File: config.mk
export PLATFORM = sky130hd
export DESIGN_NAME = if_fetch_stage
export DESIGN_NICKNAME = d
export VERILOG_FILES = /design/src/rtl/if_fetch_stage.sv
export SDC_FILE = /design/constraint.sdc
export NUM_CORES = 1
export LEC_CHECK = 0
export BUFFER_PORTS_ARGS = -buffer_cell sky130_fd_sc_hd__buf_2
export CAP_MARGIN = 15
export CORE_MARGIN = 2
export CORE_UTILIZATION = 50
export DETAILED_ROUTE_END_ITERATION = 7
export GPL_ROUTABILITY_DRIVEN = 0
export MAX_ROUTING_LAYER = met4
export PLACE_DENSITY = 0.73
export REMOVE_ABC_BUFFERS = 1
export SETUP_SLACK_MARGIN = 0.4
export SLEW_MARGIN = 20
export SYNTH_ARGS = -nofsm -noshare
export SYNTH_HDL_FRONTEND = slang
export SYNTH_SLANG_ARGS = --single-unit
File: constraint.sdc
create_clock -name clk -period 3.86 [get_ports clk]
set_input_delay 0.386 -clock clk [delete_from_list [all_inputs] [get_ports clk]]
set_output_delay 0.386 -clock clk [all_outputs]
set_load 0.02 [all_outputs]
File: src/rtl/if_fetch_stage.sv
// if_fetch_stage: instruction-fetch stage.
// Holds the fetch PC and drives a synchronous-read instruction SRAM (one-cycle
// read latency). Each returned word is stored with its PC in a small in-order
// buffer. The buffer head goes to ID through a valid/allowin handshake, and a
// redirect flushes the stage.
// Optional feature macro: IF_ADEL_CHECK_EN. When it is defined, a misaligned
// fetch PC produces an address-error entry instead of an SRAM read.
`timescale 1ns/1ps

module if_fetch_stage #(
   parameter logic [31:0] RESET_PC  = 32'hbfc00000,
   parameter int          BUF_DEPTH = 2
) (
   input  logic        clk,
   input  logic        resetn,
   input  logic        redirect_valid,
   input  logic [31:0] redirect_pc,
   output logic        inst_sram_en,
   output logic [31:0] inst_sram_addr,
   input  logic [31:0] inst_sram_rdata,
   input  logic        id_allowin,
   output logic        if_to_id_valid,
   output logic [31:0] if_to_id_pc,
   output logic [31:0] if_to_id_inst
`ifdef IF_ADEL_CHECK_EN
   ,
   output logic        if_to_id_adel
`endif
);

   localparam int IDX_W = (BUF_DEPTH > 1) ? $clog2(BUF_DEPTH) : 1;
   localparam int CNT_W = $clog2(BUF_DEPTH + 1);

   // Fetch PC and the single outstanding SRAM read
   logic [31:0]      fpc;
   logic             inflight;
   logic [31:0]      inflight_pc;

   // In-order instruction buffer (circular)
   logic [31:0]      fifo_pc   [BUF_DEPTH];
   logic [31:0]      fifo_inst [BUF_DEPTH];
   logic [IDX_W-1:0] rd_ptr;
   logic [IDX_W-1:0] wr_ptr;
   logic [CNT_W-1:0] count;

   // Handshake and issue control
   logic             deq;
   logic             push;
   logic             slot_ok;
   logic             issue;
   logic [CNT_W:0]   occ;
   logic [31:0]      push_inst;

`ifdef IF_ADEL_CHECK_EN
   logic             misalign;
   logic             halted;
   logic             inflight_adel;
   logic             fifo_adel [BUF_DEPTH];
`endif

   function automatic logic [IDX_W-1:0] ptr_inc(input logic [IDX_W-1:0] p);
      return (p == IDX_W'(BUF_DEPTH - 1)) ? '0 : p + IDX_W'(1);
   endfunction

   // Dequeue, occupancy-based issue decision and SRAM request
   always_comb begin
      // NOTE: each signal written here gets a value on every path. Without that, a latch is inferred.
      deq     = if_to_id_valid & id_allowin & ~redirect_valid;
      occ     = {1'b0, count} + {{CNT_W{1'b0}}, inflight} - {{CNT_W{1'b0}}, deq};
      slot_ok = resetn & ~redirect_valid & (occ < (CNT_W + 1)'(BUF_DEPTH));
      push    = inflight & ~redirect_valid;
`ifdef IF_ADEL_CHECK_EN
      misalign     = (fpc[1:0] != 2'b00);
      issue        = slot_ok & ~halted;
      inst_sram_en = issue & ~misalign;
      push_inst    = inflight_adel ? 32'h0 : inst_sram_rdata;
`else
      issue        = slot_ok;
      inst_sram_en = issue;
      push_inst    = inst_sram_rdata;
`endif
      inst_sram_addr = fpc;
   end

   // Fetch PC advance/redirect and tracking of the outstanding read
   always_ff @(posedge clk or negedge resetn) begin
      // NOTE: state registers use non-blocking assignments. Every flop then updates from pre-edge values.
      if (!resetn) begin
         fpc         <= RESET_PC;
         inflight    <= 1'b0;
         inflight_pc <= 32'h0;
      end else if (redirect_valid) begin
         fpc      <= redirect_pc;
         inflight <= 1'b0;
      end else begin
         inflight <= issue;
         if (issue) inflight_pc <= fpc;
         if (inst_sram_en) fpc <= fpc + 32'd4;
      end
   end

   // Buffer storage, pointers and occupancy count
   always_ff @(posedge clk or negedge resetn) begin
      if (!resetn) begin
         // NOTE: the buffer is only a few entries, so it is cleared on reset. The head payload then reads zero.
         for (int i = 0; i < BUF_DEPTH; i++) begin
            fifo_pc[i]   <= 32'h0;
            fifo_inst[i] <= 32'h0;
         end
         rd_ptr <= '0;
         wr_ptr <= '0;
         count  <= '0;
      end else if (redirect_valid) begin
         rd_ptr <= '0;
         wr_ptr <= '0;
         count  <= '0;
      end else begin
         if (push) begin
            fifo_pc[wr_ptr]   <= inflight_pc;
            fifo_inst[wr_ptr] <= push_inst;
            wr_ptr            <= ptr_inc(wr_ptr);
         end
         if (deq) rd_ptr <= ptr_inc(rd_ptr);
         if (push && !deq)      count <= count + CNT_W'(1);
         else if (!push && deq) count <= count - CNT_W'(1);
      end
   end

`ifdef IF_ADEL_CHECK_EN
   // Address-error tracking: the flag travels with its entry, and fetch halts until the next redirect
   always_ff @(posedge clk or negedge resetn) begin
      if (!resetn) begin
         halted        <= 1'b0;
         inflight_adel <= 1'b0;
         for (int i = 0; i < BUF_DEPTH; i++) fifo_adel[i] <= 1'b0;
      end else if (redirect_valid) begin
         halted        <= 1'b0;
         inflight_adel <= 1'b0;
      end else begin
         if (issue) begin
            inflight_adel <= misalign;
            if (misalign) halted <= 1'b1;
         end
         if (push) fifo_adel[wr_ptr] <= inflight_adel;
      end
   end
`endif

   // Buffer head presented to ID
   always_comb begin
      if_to_id_valid = (count != '0);
      if_to_id_pc    = fifo_pc[rd_ptr];
      if_to_id_inst  = fifo_inst[rd_ptr];
`ifdef IF_ADEL_CHECK_EN
      if_to_id_adel  = fifo_adel[rd_ptr];
`endif
   end

endmodule

==> results.toml, run 1 <==
[drt]
wl_microns = 21000
wl_met1_microns = 9690
drt-wirelength-per-cell_microns = 18.5
dr_total_vias = 6428
route.detailed.drc = 0
top_layer = "met4"
vias_per_cell = 5.66
wl_met3_microns = 1200
drtIter0Drc = 626
first_pass_iters = 6
antenna_left = 0
route.met2.wl_microns = 9760

[critical_path]
slowest_stage = "fa_1"
cp-start-kind = "flop"
path_cells = "or2_2 > nand2_1 > nor2_1 > ha_1 > nand2b_1 > fa_1 > xnor2_4 > nand2_2 > clkinvlp_4 > buf_2"
path_max_fanout = 8
critPathMaxStageDelay_ps = 480
path_class = "flop to output pin"
critPathTopFamily = "simple AND/OR/NAND/NOR gates"
path_buf_inv = 2
crit_required_ps = 3470
worstSetupEndpointType = "output pin"
cp.arrival_ps = 2870

[yosys]
synth-async-reset-ratio = 1.00
synth_area_leaders = "dfrtp_1, mux2_2, nand2_1"
ys_top_cells_by_count = "mux2_2, dfrtp_1, nand2_1, nand3_1, clkbuf_1"
netlist.area_leader.share = 0.519
yosysMostFrequentCell = "mux2_2"
yosys.area.top_type = "dfrtp_1"
ys.flop_type = "dfrtp_1"
ys_warn_count = 0
synth_edf_count = 0
yosysSeqAreaShare = 0.546
syn_area_sq_um = 9060
syn_inst = 739
postSynthAreaPerCell_sq_um = 12.3
ys_ff_latch = 197
synth.distinct_cells = 56

[min_path]
worstHoldPathType = "input port to flop"

[power_and_ir_drop]
p_switching_mw = 1.96
power_mw = 6.38
power_frac_clock = 0.268
ir_drop_v = 0.000328
combPwrFrac = 0.268
intPower_mw = 4.42
cellPowerDensity_nw_per_um2 = 598
power_frac_seq = 0.464
power.leakage_nw = 5.05
swShare = 0.308

[timing]
finalSetupViolCount = 0
finalWorstSetupSlack_ps = 601
finalSetupTns_ps = 0
finClkSkew_ps = 8.74
min_period_ps = 3260
whs_ps = 173
worst_pin_slew_ps = 982
grt_setup_unrepaired = "false"
hold_violations = 0
fmax_mhz = 307
drv_slew = 0
slew_headroom = 0.346
post-route-period-util = 0.844

[placement]
pre_cts_ws_ps = 538
hpwl_microns = 13800
port_buffers = 165

[global_routing]
grt_pass1_vias = 6491
antenna_found_initial = 0
grt_pass1_wl_microns = 34200
grt.overflow.total = 0
grt_max_degree = 163
grt_usage = 0.229

[cts]
numCtsBuffers = 17
cts_sinks = 197
cts_root_buf = "clkbuf_16"
clkLatencyLatePin_ps = 420
clk_path_buf_depth = 2
htree_levels = 4
cts_tree = "built"
cts.clk_slew.worst_paths_ps = 60

[floorplanning]
rows = 49
floorplan.initialDensity = 0.508
fp.dieH_microns = 139
io_pins = 166
dieWidth_microns = 139
core_area_sq_um = 17800
die_area_sq_um = 19200

[finish]
syn_to_final_growth_pct = 17.9
layout.nets = 964
drive_above_1_share = 0.469
diodes = 0

[status]
status = "finished clean"

[run]
drv_cap = 0
## cell families after synthesis
group                    share of synthesized area
XOR/XNOR                                   0.00788
AND/OR/NAND/NOR                              0.120
flip-flops                                   0.546
adder cells (fa/ha/maj)                    0.00497
buffers and inverters                       0.0276
multiplexers                                 0.241
AO/OA/AOI/OAI                               0.0526
## worst min-delay path, stage by stage
cell	delay [ps]
buf_2	80
a32oi_1	40
nand2_1	50
## state kept, by name (all words and copies together), names as in the netlist
signal and flops:
inflight 1, wr_ptr 1, count 2, inflight_pc 32, inst_sram_addr 32, fifo_inst 64
rd_ptr 1, fifo_pc 64
## power by group through the flow
stage / clock (mW) / sequential [mW] / combinational, mW
after floorplan: 0 / 2.94 / 1.18
after global placement: 0 / 2.97 / 1.69
after detailed placement: 0 / 3.00 / 1.72
after CTS: 1.75 / 2.96 / 1.73
after global routing: 1.84 / 3.04 / 1.84
final: 1.71 / 2.96 / 1.71
## layer usage
layer  track usage  up-vias
li1              -     2969
met1         0.320     3215
met2         0.351      218
met3        0.0414       26
met4        0.0564        0
met5             -        -
## placed cells by master (no fill, tap or decap), drive strengths merged, types with 4 or more instances in the layout
master and instances:
and4 7, a221o 6, dfrtp 188, and2 6
a21oi 8, nand3 23, a31oi 4, clkbuf 26
nor4 4, dfstp 9, or4 9, o311ai 6
nand4 15, nor3 6, nor2 8, inv 9
buf 177, nand2 120, nor2b 4, o211ai 14
o21ai 11, and3 5, mux2 194, xnor2 4
a22oi 4
## worst paths after layout
kind / startpoint / to / slack (ps) / cells after the start
worst max-delay path: count[0] / inst_sram_en / 600 / 10
worst min-delay path: redirect_pc[4] / inst_sram_addr[4] / 170 / 3
worst max register to register: count[0] / inst_sram_addr[22] / 640 / 10
worst min register to register: inflight_pc[27] / inflight_pc[27] / 500 / 2
max in group asynchronous: resetn / inst_sram_addr[20] / 2210 / 3
min in group asynchronous: resetn / fifo_inst[30] / 430 / 2
## cell type report
class	instances	area [sq um]
Clock buffer	25	495
Clock inverter	7	72.6
Fill cell	1492	7170
Inverter	9	37.5
Multi-Input combinational cell	489	3890
Sequential cell	197	4940
Tap cell	229	287
Timing Repair Buffer	179	955
## per-stage QoR
| stage | util | instances | instance area, sq um |
|---|---|---|---|
| after floorplan | - | 695 | 8840 |
| after global placement | 0.565 | 1101 | 10100 |
| after detailed placement | 0.565 | 1101 | 10100 |
| after CTS | 0.598 | 1135 | 10700 |
| after global routing | 0.598 | 1135 | 10700 |
| final | 0.598 | 1135 | 10700 |
## what timing repair did
action / 4_1_cts / 5_1_grt
setup buffers: 1 / 0
gates resized for setup: 1 / 0
endpoints found under the setup margin: 1 / 0
endpoints found under the hold margin: 35 / 0
hold buffers: 1 / 0
Note: power is estimated with default switching activity, not from simulation.
==> run 2, diff against run 1 <==
- PLACE_DENSITY: 0.73 -> 0.76
- clock period: 3.86 -> 2.8 ns (I/O delays scaled with it)
==> run 2 against run 1 <==
The flow now finishes with violations (negative setup slack). Via count increased by 6.0%. Clock power increased by 52%. Worst hold slack got worse by 110 ps. First-iteration DRC count decreased by 18%. Total power increased by 44%. Critical endpoint unchanged.
==> results.toml, run 2 (synthesized netlist as in run 1, its figures left out) <==
[global_routing]
grt_pass1_vias = 6591
grt.overflow.total = 0
grt_pass1_wl_microns = 35500
grt_max_degree = 179
grt_usage = 0.238
antenna_found_initial = 0

[critical_path]
path_cells = "or2_4 > nand2_4 > nor2_4 > ha_4 > nand2b_4 > fa_2 > and3b_2 > nand2_4 > inv_4 > buf_6 > buf_6"
reg2reg_from = "count[0]"
slowest_stage = "fa_2"
r2r_end = "inst_sram_addr[25]"
r2r_cells = 12
crit_required_ps = 2520
rrSetupSlack_ps = -70
cp-start-kind = "flop"
worstSetupEndpointType = "output pin"
critPathMaxStageDelay_ps = 520
path_class = "flop to output pin"
cp.arrival_ps = 2610
path_max_fanout = 3

[placement]
pre_cts_ws_ps = -87.5
hpwl_microns = 14300
port_buffers = 165
dp.cells = 1126

[power_and_ir_drop]
power.leakage_nw = 5.37
intPower_mw = 6.39
combPwrFrac = 0.268
cellPowerDensity_nw_per_um2 = 809
power_frac_clock = 0.284
swShare = 0.303
p_switching_mw = 2.77
power_frac_seq = 0.448
ir_drop_v = 0.000449

[drt]
vias_per_cell = 5.82
dr_total_vias = 6816
wl_microns = 21900
drtIter0Drc = 513
antenna_left = 0
drt-wirelength-per-cell_microns = 18.7
first_pass_iters = 5
route.detailed.drc = 0

[cts]
numCtsBuffers = 17
cts_root_buf = "clkbuf_16"
cts_sinks = 197
clk_path_buf_depth = 2
cts.clk_slew.worst_paths_ps = 70
cts_tree = "built"
clkLatencyLatePin_ps = 430
htree_levels = 4

[finish]
syn_to_final_growth_pct = 25.0
drive_above_1_share = 0.517
layout.nets = 1001
layout_commonest_cell = "mux2_2"
layout_common_cells = "mux2_2, dfrtp_1, buf_2, nand2_1, buf_4"
utilization = 0.635
reg_top3 = "fifo_inst: 64 flops, fifo_pc: 64 flops"
layoutNonFillerInstCount = 1172
diodes = 0

[timing]
slew_headroom = 0.358
finalSetupViolCount = 9
post-route-period-util = 1.03
finClkSkew_ps = 6.03
fmax_mhz = 346
min_period_ps = 2890
grt_setup_unrepaired = "true"
drv_slew = 0
hold_violations = 0
finalWorstSetupSlack_ps = -92.7
finalSetupTns_ps = -467
worst_pin_slew_ps = 964

[status]
status = "finished with violations"
violations = "negative setup slack"

[min_path]
worstHoldPathType = "input port to flop"
min_from = "redirect_pc[2]"
whs_endpoint = "inst_sram_addr[2]"
min_path_cells = 3

[floorplanning]
floorplan.initialDensity = 0.508
rows = 49
fp.dieH_microns = 139
die_area_sq_um = 19200
dieWidth_microns = 139
io_pins = 166
core_area_sq_um = 17800

[run]
drv_cap = 0
==> run 2: worst max path at each step <==
stage | start | cells past startpoint | slack, ps | end
2_1_floorplan | inflight | 2 | -3100 | fifo_inst[32]
3_3_place_gp | count[0] | 10 | -60 | inst_sram_addr[17]
3_5_place_dp | count[0] | 12 | -90 | inst_sram_addr[22]
4_1_cts | count[1] | 11 | -130 | inst_sram_en
5_1_grt | count[0] | 11 | -180 | inst_sram_en
6_report | count[0] | 11 | -90 | inst_sram_en
==> run 2: through the flow <==
step           total power, mW  cell area [sq um]  hold WS [ps]
6_report                  9.16              11300          58.3
5_1_grt                   9.65              11300          71.0
4_1_cts                   9.20              11200          49.1
3_5_place_dp              6.54              10300           169
3_3_place_gp              6.46              10300           170
2_1_floorplan             5.67               8840         -15.6
==> run 2: metal layers <==
| metal | routed length (microns) | global-route usage |
|---|---|---|
| met1 | 9740 | 0.338 |
| met2 | 10000 | 0.349 |
| met3 | 1600 | 0.0435 |
| met4 | 570 | 0.0827 |
| met5 | 0 | - |
==> run 2: cell type report <==
class / instances / area [sq um]
Sequential cell: 197 / 4940
Inverter: 9 / 36.3
Timing Repair Buffer: 216 / 1370
Fill cell: 1353 / 6520
Clock inverter: 11 / 171
Multi-Input combinational cell: 489 / 4060
Clock buffer: 21 / 460
Tap cell: 229 / 287
==> run 2: critical path, delay by kind of cell, from the launching register on <==
kind / cells / cell delay [ps]
buffers and inverters: 3 / 260
adders and majority gates: 2 / 740
and+or+nand+nor: 6 / 810
DFF: 1 / 380
==> run 2: what timing repair did <==
| item | CTS | global route |
|---|---|---|
| hold buffers | 1 | 0 |
| resized for setup | 33 | 29 |
| setup buffers | 8 | 4 |
| cloned | 1 | 0 |
| pin swaps | 16 | 13 |
| endpoints found under the hold margin | 19 | 0 |
| setup endpoints to repair | 64 | 64 |
==> run 2: power groups by stage <==
stage               Sequential [mW]  Clock (mW)  Combinational, mW
floorplan                      4.05           0               1.62
global placement               4.10           0               2.36
detailed placement             4.15           0               2.40
CTS                            4.10        2.65               2.46
global route                   4.21        2.79               2.65
finish                         4.10        2.60               2.46
==> run 3, diff against run 2 <==
- SETUP_SLACK_MARGIN: 0.4 -> 0.15
==> run 3 against run 2 <==
Final area up 0.25%. Largest power group unchanged. Highest routed layer unchanged. Die area unchanged. Wire length up 1.4%. Worst hold slack worse by 4.1 ps. Total power barely moved. The run still ends with negative setup slack left.
==> results.toml, run 3 (synthesized netlist as in run 1, its figures left out) <==
[placement]
pre_cts_ws_ps = -87.5
dp.cells = 1126
dpl_cell_area_sq_um = 10300
port_buffers = 165
hpwl_microns = 14300

[drt]
route.met2.wl_microns = 10200
drtIter0Drc = 521
first_pass_iters = 5
dr_total_vias = 6829
vias_per_cell = 5.82
drt-wirelength-per-cell_microns = 18.9
top_layer = "met4"
antenna_left = 0
wl_microns = 22200
wl_met3_microns = 1680
wl_met1_microns = 9790
route.detailed.drc = 0

[cts]
clk_path_buf_depth = 2
cts_tree = "built"
clkLatencyLatePin_ps = 430
htree_levels = 4
cts_root_buf = "clkbuf_16"
cts_sinks = 197
cts.clk_slew.worst_paths_ps = 70
numCtsBuffers = 17

[critical_path]
slowest_stage = "fa_2"
path_max_fanout = 3
critPathMaxStageDelay_ps = 520
worstSetupEndpointType = "output pin"
cp-start-kind = "flop"
path_cells = "or2_4 > nand2_4 > nor2_4 > ha_4 > nand2b_4 > fa_2 > and3b_2 > nand2_4 > inv_4 > buf_6 > buf_6"
cp.arrival_ps = 2630
crit_required_ps = 2520
path_class = "flop to output pin"

[power_and_ir_drop]
ir_drop_v = 0.000458
power_mw = 9.17
cellPowerDensity_nw_per_um2 = 807
power.leakage_nw = 5.39

[floorplanning]
rows = 49
fp.dieH_microns = 139
floorplan.initialDensity = 0.508
dieWidth_microns = 139
io_pins = 166
die_area_sq_um = 19200
core_area_sq_um = 17800

[global_routing]
grt_max_degree = 179
grt.overflow.total = 0
grt_pass1_vias = 6568
antenna_found_initial = 0
grt_pass1_wl_microns = 35300
grt_usage = 0.238

[timing]
slew_headroom = 0.344
grt_setup_unrepaired = "true"
finClkSkew_ps = 6.42
hold_violations = 0
finalWorstSetupSlack_ps = -112
post-route-period-util = 1.04
fmax_mhz = 343
worst_pin_slew_ps = 981
min_period_ps = 2910
drv_slew = 0
finalSetupViolCount = 9

[finish]
layout.nets = 1003
drive_above_1_share = 0.521
layout_commonest_cell = "mux2_2"
syn_to_final_growth_pct = 25.4
finalInstanceArea_sq_um = 11400
layoutNonFillerInstCount = 1174
utilization = 0.636
diodes = 0
layout_common_cells = "mux2_2, dfrtp_1, buf_2, nand2_1, buf_4"
reg_top3 = "fifo_inst: 64 flops, fifo_pc: 64 flops"

[run]
drv_cap = 0

[min_path]
worstHoldPathType = "input port to flop"

[status]
status = "finished with violations"
violations = "negative setup slack"
run 3: cell types whose count changed in the layout (fill, tap and decap cells not counted), sizes merged:
cell	delta
bufbuf	-1
buf	+2
clkbuf	+1
run 3: repair_timing:
item | CTS | global route
pin swaps | 14 | 14
cloned | 0 | 2
hold buffers | 1 | 0
gates resized for setup | 29 | 35
endpoints found under the setup margin | 59 | 56
setup buffers | 9 | 4
hold endpoints to repair | 19 | 0
run 3: through the flow:
step | setup TNS, ps | hold WS, ps
global route | -2130 | 71.0
floorplan | -264180 | -15.6
detailed placement | -658 | 169
CTS | -464 | 49.1
global placement | -111 | 170
finish | -573 | 54.2
run 3: metal layers:
metal | GRT usage | up-vias
met3 | 0.0432 | 62
met4 | 0.0838 | 0
met1 | 0.336 | 3392
met2 | 0.348 | 320
li1 | - | 3055
met5 | - | -
run 3: final timing paths:
kind,start,endpoint,slack [ps],cells past startpoint
setup / recovery,count[0],inst_sram_en,-110,11
hold / removal,redirect_pc[2],inst_sram_addr[2],50,3
setup reg to reg,count[0],inst_sram_addr[29],-90,12
hold reg to reg,inflight_pc[18],inflight_pc[18],500,2
max in group asynchronous,resetn,inflight_pc[4],1580,2
min in group asynchronous,resetn,fifo_inst[3],130,2
run 3: cell type report:
| type | count | area [sq um] |
|---|---|---|
| fillers | 1359 | 6490 |
| flip-flops and latches | 197 | 4940 |
| multi-input cells | 489 | 4090 |
| repair buffers | 218 | 1370 |
| clock buffers | 21 | 460 |
| well taps | 229 | 287 |
| clock inverters | 11 | 171 |
| inverters | 9 | 36.3 |
run 3: critical path: cells and delay by family, from the launching register on:
| kind | cells | cell delay [ps] |
|---|---|---|
| adder cells (fa/ha/maj) | 2 | 740 |
| buffers and inverters | 3 | 270 |
| flip-flops | 1 | 380 |
| AND/OR/NAND/NOR | 6 | 820 |
run 3: report_power, final:
group | total [mW] | switching (mW) | internal [mW]
clock | 2.61 | 1.06 | 1.55
combinational | 2.46 | 1.25 | 1.21
sequential | 4.10 | 0.478 | 3.63
